### config.mk
export PLATFORM = sky130hd
export DESIGN_NAME = tag_reorder_buffer
export DESIGN_NICKNAME = d
export VERILOG_FILES = /design/src/rtl/tag_reorder_buffer_pkg.sv /design/src/rtl/tag_reorder_buffer_match_encoder.sv /design/src/rtl/tag_reorder_buffer.sv
export SDC_FILE = /design/constraint.sdc
export NUM_CORES = 1
export LEC_CHECK = 0
export BUFFER_PORTS_ARGS = -buffer_cell sky130_fd_sc_hd__buf_2
export CORE_MARGIN = 1
export CORE_UTILIZATION = 40
export CTS_CLUSTER_SIZE = 40
export DETAILED_ROUTE_END_ITERATION = 7
export HOLD_SLACK_MARGIN = 0.15
export PLACE_DENSITY = 0.64
export SLEW_MARGIN = 20
export SYNTH_ARGS = -nofsm -noshare
export SYNTH_HDL_FRONTEND = slang
export SYNTH_HIERARCHICAL = 1
export SYNTH_SLANG_ARGS = --single-unit
### constraint.sdc
create_clock -name clock -period 4.8 [get_ports clock]
set_input_delay 1.44 -clock clock [delete_from_list [all_inputs] [get_ports clock]]
set_output_delay 1.44 -clock clock [all_outputs]
set_load 0.05 [all_outputs]
### src/rtl/tag_reorder_buffer_pkg.sv
// rtl/tag_reorder_buffer_pkg.sv - shared types and widths for the tag reorder buffer
package pkg_en;

    localparam int DEPTH_DEF = 8;
    localparam int TAG_W_DEF = 4;
    localparam int NUM_W     = $clog2(DEPTH_DEF) + 1;

    typedef logic [15:0]          FTk_t;
    typedef logic [TAG_W_DEF-1:0] tag_t;

    typedef struct packed {
        logic valid;
        tag_t tag;
        FTk_t token;
    } entry_t;

endpackage

### src/rtl/tag_reorder_buffer_match_encoder.sv
// rtl/tag_reorder_buffer_match_encoder.sv - lowest-set-bit priority encoder over an entry mask
module tag_match_encoder #(
    parameter int DEPTH = 8
) (
    input  logic [DEPTH-1:0]         mask_i,
    output logic [$clog2(DEPTH)-1:0] idx_o,
    output logic                     any_o
);

    localparam int IW = $clog2(DEPTH);

    // Scan from the top so the lowest set bit is the last assignment.
    always_comb begin
        idx_o = '0;
        for (int i = DEPTH - 1; i >= 0; i--) begin
            if (mask_i[i]) begin
                idx_o = IW'(i);
            end
        end
    end

    assign any_o = |mask_i;

endmodule

### src/rtl/tag_reorder_buffer.sv
// rtl/tag_reorder_buffer.sv - tag-addressed holding buffer with CAM retrieval; TAG_REORDER_BYPASS_EN adds write-to-lookup forwarding
module tag_reorder_buffer
    import pkg_en::*;
#(
    parameter int  DEPTH     = 8,
    parameter int  WIDTH_TAG = 4,
    parameter type TYPE_FTK  = FTk_t
) (
    input  logic                   clock,
    input  logic                   reset,
    input  logic                   I_We,
    input  logic [WIDTH_TAG-1:0]   I_WTag,
    input  TYPE_FTK                I_FTk,
    output logic                   O_Full,
    output logic                   O_Empty,
    output logic [$clog2(DEPTH):0] O_Num,
    output logic                   O_Ovf,
    input  logic                   I_Seek,
    input  logic [WIDTH_TAG-1:0]   I_STag,
    output logic                   O_SeekRdy,
    output logic                   O_Hit,
    output logic                   O_Miss,
    output TYPE_FTK                O_FTk,
    output logic                   O_Valid,
    input  logic                   I_Rdy
);

    localparam int IW = $clog2(DEPTH);
    localparam int NW = IW + 1;

    logic [DEPTH-1:0]     valid_q, valid_d;
    logic [WIDTH_TAG-1:0] tag_q [DEPTH];
    TYPE_FTK              tok_q [DEPTH];
    logic [NW-1:0]        num_q, num_d;
    TYPE_FTK              ftk_q;
    logic                 vld_q, hit_q, miss_q, ovf_q;

    logic [DEPTH-1:0] match_mask;
    logic [IW-1:0]    alloc_idx, hit_idx;
    logic             alloc_any, hit_any;
    logic             full, seek_acc, hit, bypass, wr_acc, wr_store;

    always_comb begin
        match_mask = '0;
        for (int i = 0; i < DEPTH; i++) begin
            match_mask[i] = valid_q[i] && (tag_q[i] == I_STag);
        end
    end

    tag_match_encoder #(.DEPTH(DEPTH)) u_alloc (
        .mask_i (~valid_q),
        .idx_o  (alloc_idx),
        .any_o  (alloc_any)
    );

    tag_match_encoder #(.DEPTH(DEPTH)) u_hit (
        .mask_i (match_mask),
        .idx_o  (hit_idx),
        .any_o  (hit_any)
    );

    assign full     = (num_q == NW'(DEPTH));
    assign seek_acc = I_Seek && (!vld_q || I_Rdy);
    assign hit      = seek_acc && hit_any;
    assign wr_acc   = I_We && !full && alloc_any;

`ifdef TAG_REORDER_BYPASS_EN
    assign bypass = seek_acc && !hit_any && wr_acc && (I_STag == I_WTag);
`else
    assign bypass = 1'b0;
`endif

    assign wr_store = wr_acc && !bypass;

    // Allocation slot is free and the hit slot is valid, so they never collide.
    always_comb begin
        valid_d = valid_q;
        if (hit) begin
            valid_d[hit_idx] = 1'b0;
        end
        if (wr_store) begin
            valid_d[alloc_idx] = 1'b1;
        end
        num_d = num_q;
        if (wr_store && !hit) begin
            num_d = num_q + NW'(1);
        end else if (hit && !wr_store) begin
            num_d = num_q - NW'(1);
        end
    end

    always_ff @(posedge clock) begin
        if (wr_store) begin
            tag_q[alloc_idx] <= I_WTag;
            tok_q[alloc_idx] <= I_FTk;
        end
    end

    always_ff @(posedge clock or negedge reset) begin
        if (!reset) begin
            valid_q <= '0;
            num_q   <= '0;
            ftk_q   <= '0;
            vld_q   <= 1'b0;
            hit_q   <= 1'b0;
            miss_q  <= 1'b0;
            ovf_q   <= 1'b0;
        end else begin
            valid_q <= valid_d;
            num_q   <= num_d;
            hit_q   <= hit || bypass;
            miss_q  <= seek_acc && !hit_any && !bypass;
            ovf_q   <= ovf_q || (I_We && full);
            if (hit) begin
                ftk_q <= tok_q[hit_idx];
                vld_q <= 1'b1;
            end else if (bypass) begin
                ftk_q <= I_FTk;
                vld_q <= 1'b1;
            end else if (I_Rdy) begin
                vld_q <= 1'b0;
            end
        end
    end

    assign O_Full    = full;
    assign O_Empty   = (num_q == '0);
    assign O_Num     = num_q;
    assign O_Ovf     = ovf_q;
    assign O_SeekRdy = !vld_q || I_Rdy;
    assign O_Hit     = hit_q;
    assign O_Miss    = miss_q;
    assign O_FTk     = ftk_q;
    assign O_Valid   = vld_q;

endmodule

# Word level (Yosys, flattened, before mapping)

Memory sizes are Yosys's and may differ from the RTL's. A register that Yosys moved wholly into a read port is not among the register bits.
Index checks and enable logic that the tools add are counted.

Bits in registers: 16
Bits in latches: 0
RAM bits: 160
Bits in read-only memories: 0
Input port bits: 29
Word-level logic and storage cells: 86
Memories: 2

Memories:

| name  | depth | width | rd ports | clocked after Yosys merged registers in | wr ports | line                     | source |
|---|---|---|---|---|---|---|---|
| tok_q | 8     | 16    | 1        | 1                                       | 1        | tag_reorder_buffer.sv:33 | `TYPE_FTK tok_q [DEPTH];` |
| tag_q | 8     | 4     | 8        | 0                                       | 1        | tag_reorder_buffer.sv:32 | `logic [WIDTH_TAG-1:0] tag_q [DEPTH];` |

$add $sub $neg: 2
Multiply operators: 0
Div/mod/pow operators: 0
Order comparisons: 4
Eq/ne operators: 9
Shift-type cells: 0
Muxes and demuxes: 28
Bitwise logic cells: 4
Reductions and logical operators: 31

Operator list:

| cell                  | count |
|---|---|
| $mux W3               | 16 |
| $eq A4 B4 Y1          | 8 |
| $logic_and A1 B1 Y1   | 18 |
| $mux W8               | 2 |
| $not A8 Y8            | 2 |
| $reduce_or A8 Y1      | 2 |
| $and A8 B8 Y8         | 1 |
| $lt A3 B4 Y1 const B  | 2 |
| $mux W4               | 2 |
| $or A8 B8 Y8          | 1 |
| $demux W1 S3          | 2 |
| $ge A3 B1 Y1 const B  | 2 |
| $logic_not A1 Y1      | 6 |
| $mux W1               | 6 |
| $add A4 B1 Y4 const B | 1 |
| $eq A4 B4 Y1 const B  | 1 |
| $logic_not A4 Y1      | 1 |
| $reduce_bool A2 Y1    | 2 |
| $sub A4 B1 Y4 const B | 1 |
| $logic_or A1 B1 Y1    | 2 |

# Longest topological paths before layout

An unclocked memory read counts as a cell.

Depth after elaboration: 20
Depth in mapped cells: 17

# Modules after synthesis

The synthesis kept the hierarchy.

Modules (own cells, without submodules):

| module             | instances | cells each | area an instance (µm²) | seq. area each (µm²) |
|---|---|---|---|---|
| tag_reorder_buffer | 1         | 456        | 7,711.1                | 5,605.4 |
| tag_match_encoder  | 2         | 13         | 81.3                   | 0.0 |

# Least setup slack after synthesis

No wires, ideal clock.

Path type: input port to flip-flop
From: input I_STag[0]
To: register num_q[3], in the netlist O_Num[3]
Setup time: 0.136 ns
Arrival time: 4.484 ns
Data required time: 4.664 ns
Setup slack: 0.180 ns
Stages on the path: 15
Path through: clkbuf_1 > a222oi_1 > nor4b_1 > nor4_2 > nand3_1 > and3_1 > buf_2 > inv_1 > buf_2 > ha_1 > inv_1 > ha_1 > a21o_2 > a2111oi_0 > o31ai_1

Cells in the longest elaborated chain, start to end: 7
Elaborated cells between the ends (all ways): 23
Those cells by class: eq/ne (8); mux (1); reduce/logical (14)

RTL lines:

| what                                          | line                                   | source |
|---|---|---|
| from (decl)                                   | tag_reorder_buffer.sv:19               | `input logic [WIDTH_TAG-1:0] I_STag,` |
| $eq A4 B4 Y1 *                                | tag_reorder_buffer.sv:46               | `match_mask[i] = valid_q[i] && (tag_q[i] == I_STag);` |
| $logic_and A1 B1 Y1 *                         | tag_reorder_buffer.sv:46               |  |
| named net match_mask[5]                       | tag_reorder_buffer.sv:38               | `logic [DEPTH-1:0] match_mask;` |
| $reduce_or A8 Y1 *                            | tag_reorder_buffer_match_encoder.sv:22 | `assign any_o = \|mask_i;` |
| named net hit_any                             | tag_reorder_buffer.sv:40               | `logic alloc_any, hit_any;` |
| $logic_and A1 B1 Y1 *                         | tag_reorder_buffer.sv:64               | `assign hit = seek_acc && hit_any;` |
| $logic_not A1 Y1                              | tag_reorder_buffer.sv:85               | `if (wr_store && !hit) begin` |
| $logic_and A1 B1 Y1                           | tag_reorder_buffer.sv:85               |  |
| $mux W4 or $reduce_bool A2 Y1 (tied branches) | n/a                                    |  |
| to (signal assigned)                          | tag_reorder_buffer.sv:110              | `num_q <= num_d;` |
| to (decl)                                     | tag_reorder_buffer.sv:34               | `logic [NW-1:0] num_q, num_d;` |

Mark *: on every way through the listed nets, which the timed path passes. The rest lies on a longest branch.
A chain may end at the register's enable or synchronous reset.

# Worst setup path in the final report

From: input I_STag[1]
To: register num_q[3], in the netlist O_Num[3]

Same word-level chain as after synthesis.

==> impl_metrics.toml <==
[run_status]
status = "completed"

[cts]
worstSkewPairLatency_ps = 430
htreeDepth = 4
cts_tree = "done"
cts.path.max_buffers = 2
root_buffer = "clkbuf_16"
cts_setup_buffers = 0
cts_resized = 0
clock_sinks = 192
hold_buffers = 0
clkTransAtPathRegs_ps = 60
numCtsBuffers = 17

[global_route]
overflow = 0
antenna_found_initial = 1
grt_usage_pct = 17.27
grt_pass1_vias = 4460
grt_pass1_wl_um = 25380
grt_max_degree = 51

[final_layout]
syn_to_final_growth_pct = 14.84
final_area_um2 = 9042
layout-drive-gt1-share_pct = 24.37
nets = 574

[power_and_ir_drop]
pwr-share-clk_pct = 24.5
power_density_nw_per_um2 = 634.6
p_seq_share_pct = 41.9
p_int_mw = 3.683
vdd_drop_max_uv = 399.8
leakage_nw = 3.104
combPwrFrac_pct = 33.6
switching_share_pct = 35.82
total_power_mw = 5.738
p_switching_mw = 2.055

[synth]
synthesis.nets = 515
syn_avg_cell_area_um2 = 16.34
synthArstFlopShare_pct = 16.67
post-synth-top-area-fraction_pct = 61.02
yosys_warnings = 6
synth_top_cell_by_area = "edfxtp_1"
ys.flop_type = "edfxtp_1"
ys_types = 54
synth.yosys.seq_area_share_pct = 71.19
synth_common_cells = "edfxtp_1 (160), dfrtp_1 (32), mux2i_1 (23), xnor2_1 (23), nand2_1 (21)"
syn_inst = 482
ys_ff_latch = 192
synth.most_common_cell = "edfxtp_1"
synthesis.area_um2 = 7874
ys_top_cells_by_area = "edfxtp_1 (61%), dfrtp_1 (10%), mux4_2 (4.6%), mux2i_1 (2.9%), xnor2_1 (2.6%)"
synth_edf_count = 160

[place]
hpwl_um = 9626
pre_cts_ws_ps = 235.8
placed_area_um2 = 8442
gp_congestion = 0.8320
io_buffers = 55

[setup_path]
critPathMaxFanout = 8
path_class = "primary input to flip-flop"
worstPathArrival_ps = 4450
crit_required_ps = 5090
crit_path_end_kind = "flip-flop"
start_kind = "primary input"

[sta]
tightestPinTransition_ps = 921.8
setup_viol = 0
hold_ws_ps = 454.5
timing.setup.tns_ps = 0
fin_crit_ps = 4162
setup_ws_ps = 637.8
rsz0062_at_grt = "false"
fin_crit_sh_pct = 86.71
maxSlewViolCount = 0
max_freq_ghz = 0.2403
relSlewSlack_pct = 38.00
hold_viol_final = 0
skew_ps = 8.131

[floorplanning]
core_area_um2 = 19020
rows = 50
initial_core_util_pct = 41.40
die_area_um2 = 20250
die_y_um = 142.3
io-pin-count = 56
die_w_um = 142.3

[routing]
vias = 4336
wirelength_um = 15990
drt_iter0_drc = 345
postRouteAntennaNets = 0
wire_per_inst_um = 19.62
first_pass_iters = 5
post_drt_via_cell_ratio = 5.320
drc = 0

[run]
max_cap_viol_count = 0

[hold_path]
hold_class = "flip-flop to flip-flop"
worst max-delay path, stage by stage:
cell and delay, ps:
buf_2 210, inv_1 90, a222oi_1 300, nor4b_1 330, buf_4 190, nor4_2 40
nand3_1 150, and3_1 190, inv_1 60, ha_1 230, inv_1 150, ha_1 260
a21o_2 230, a2111oi_0 430, o31ai_1 160
sequential cells by signal, indices dropped and copies added (netlist names):
signal,count
O_FTk,16
O_Hit,1
O_Miss,1
O_Num,4
O_Ovf,1
O_Valid,1
tag_q,32
tok_q,128
valid_q,8
cell families after synthesis:
kind of cell	synth area share (%)
and+or+nand+nor	6.404
DFF	71.19
adders and majority gates	0.7310
xor gates and xnor gates	3.448
AOI/OAI and AO/OA	6.627
muxes	8.215
buffers and inverters	3.385
layout make-up:
type,count,area (um2)
repair buffers,66,395.4
multi-input cells,248,2056
fillers,1669,9976
flip-flops and latches,192,5605
inverters,16,60.06
well taps,260,325.3
clock inverters,11,127.6
diodes,1,2.502
clock buffers,21,470.5
worst paths after layout:
check	from	endpoint	slack, ps	cells past startpoint
min	O_Ovf$_DFF_PN0_	O_Ovf$_DFF_PN0_	450	1
max	I_STag[1]	O_Num[3]$_DFFE_PN0P_	640	15
max reg2reg	tag_q[5][0]$_DFFE_PP_	O_Num[3]$_DFFE_PN0P_	1570	14
min in group asynchronous	reset	O_Valid$_DFFE_PN0P_	1140	1
max in group asynchronous	reset	O_FTk[14]$_DFFE_PN0N_	3090	1
min reg2reg	O_Ovf$_DFF_PN0_	O_Ovf$_DFF_PN0_	450	1
power groups by stage:
stage          Sequential (mW)  Combinational, mW  Clock [mW]
6_report                  2.40               1.93        1.41
3_3_place_gp              2.42               1.89           0
3_5_place_dp              2.44               1.93           0
5_1_grt                   2.44               2.08        1.50
4_1_cts                   2.41               1.94        1.44
2_1_floorplan             2.73               1.10           0
stage by stage:
stage / instances / utilization (%)
global route: 814 / 47.53
floorplan: 482 / -
CTS: 814 / 47.53
detailed placement: 782 / 44.39
global placement: 782 / 44.39
finish: 815 / 47.55
layer usage:
metal  up-vias  wire, um  track usage (%)
met4         0       315            6.508
li1       1977         -                -
met5         -         0                0
met1      2208      6988            21.88
met2       132      7923            28.30
met3        19       767            4.711
cells in the final DEF, fill, tap and decap left out, types with 7 or more instances in the layout:
| cell type | synthesis | routed |
|---|---|---|
| xor2_1 | 8 | 8 |
| dfrtp_1 | 32 | 32 |
| buf_2 | 11 | 55 |
| a21oi_1 | 7 | 7 |
| xnor2_1 | 23 | 23 |
| clkbuf_16 | 0 | 17 |
| nor3_1 | 15 | 14 |
| edfxtp_1 | 160 | 160 |
| mux4_2 | 16 | 16 |
| o21ai_0 | 20 | 20 |
| nand3_1 | 11 | 11 |
| mux2i_1 | 23 | 23 |
| nand2_1 | 21 | 21 |
| buf_4 | 2 | 8 |
| inv_1 | 16 | 16 |
| nor2_1 | 18 | 12 |
Note: power is estimated with default switching activity, not from simulation.
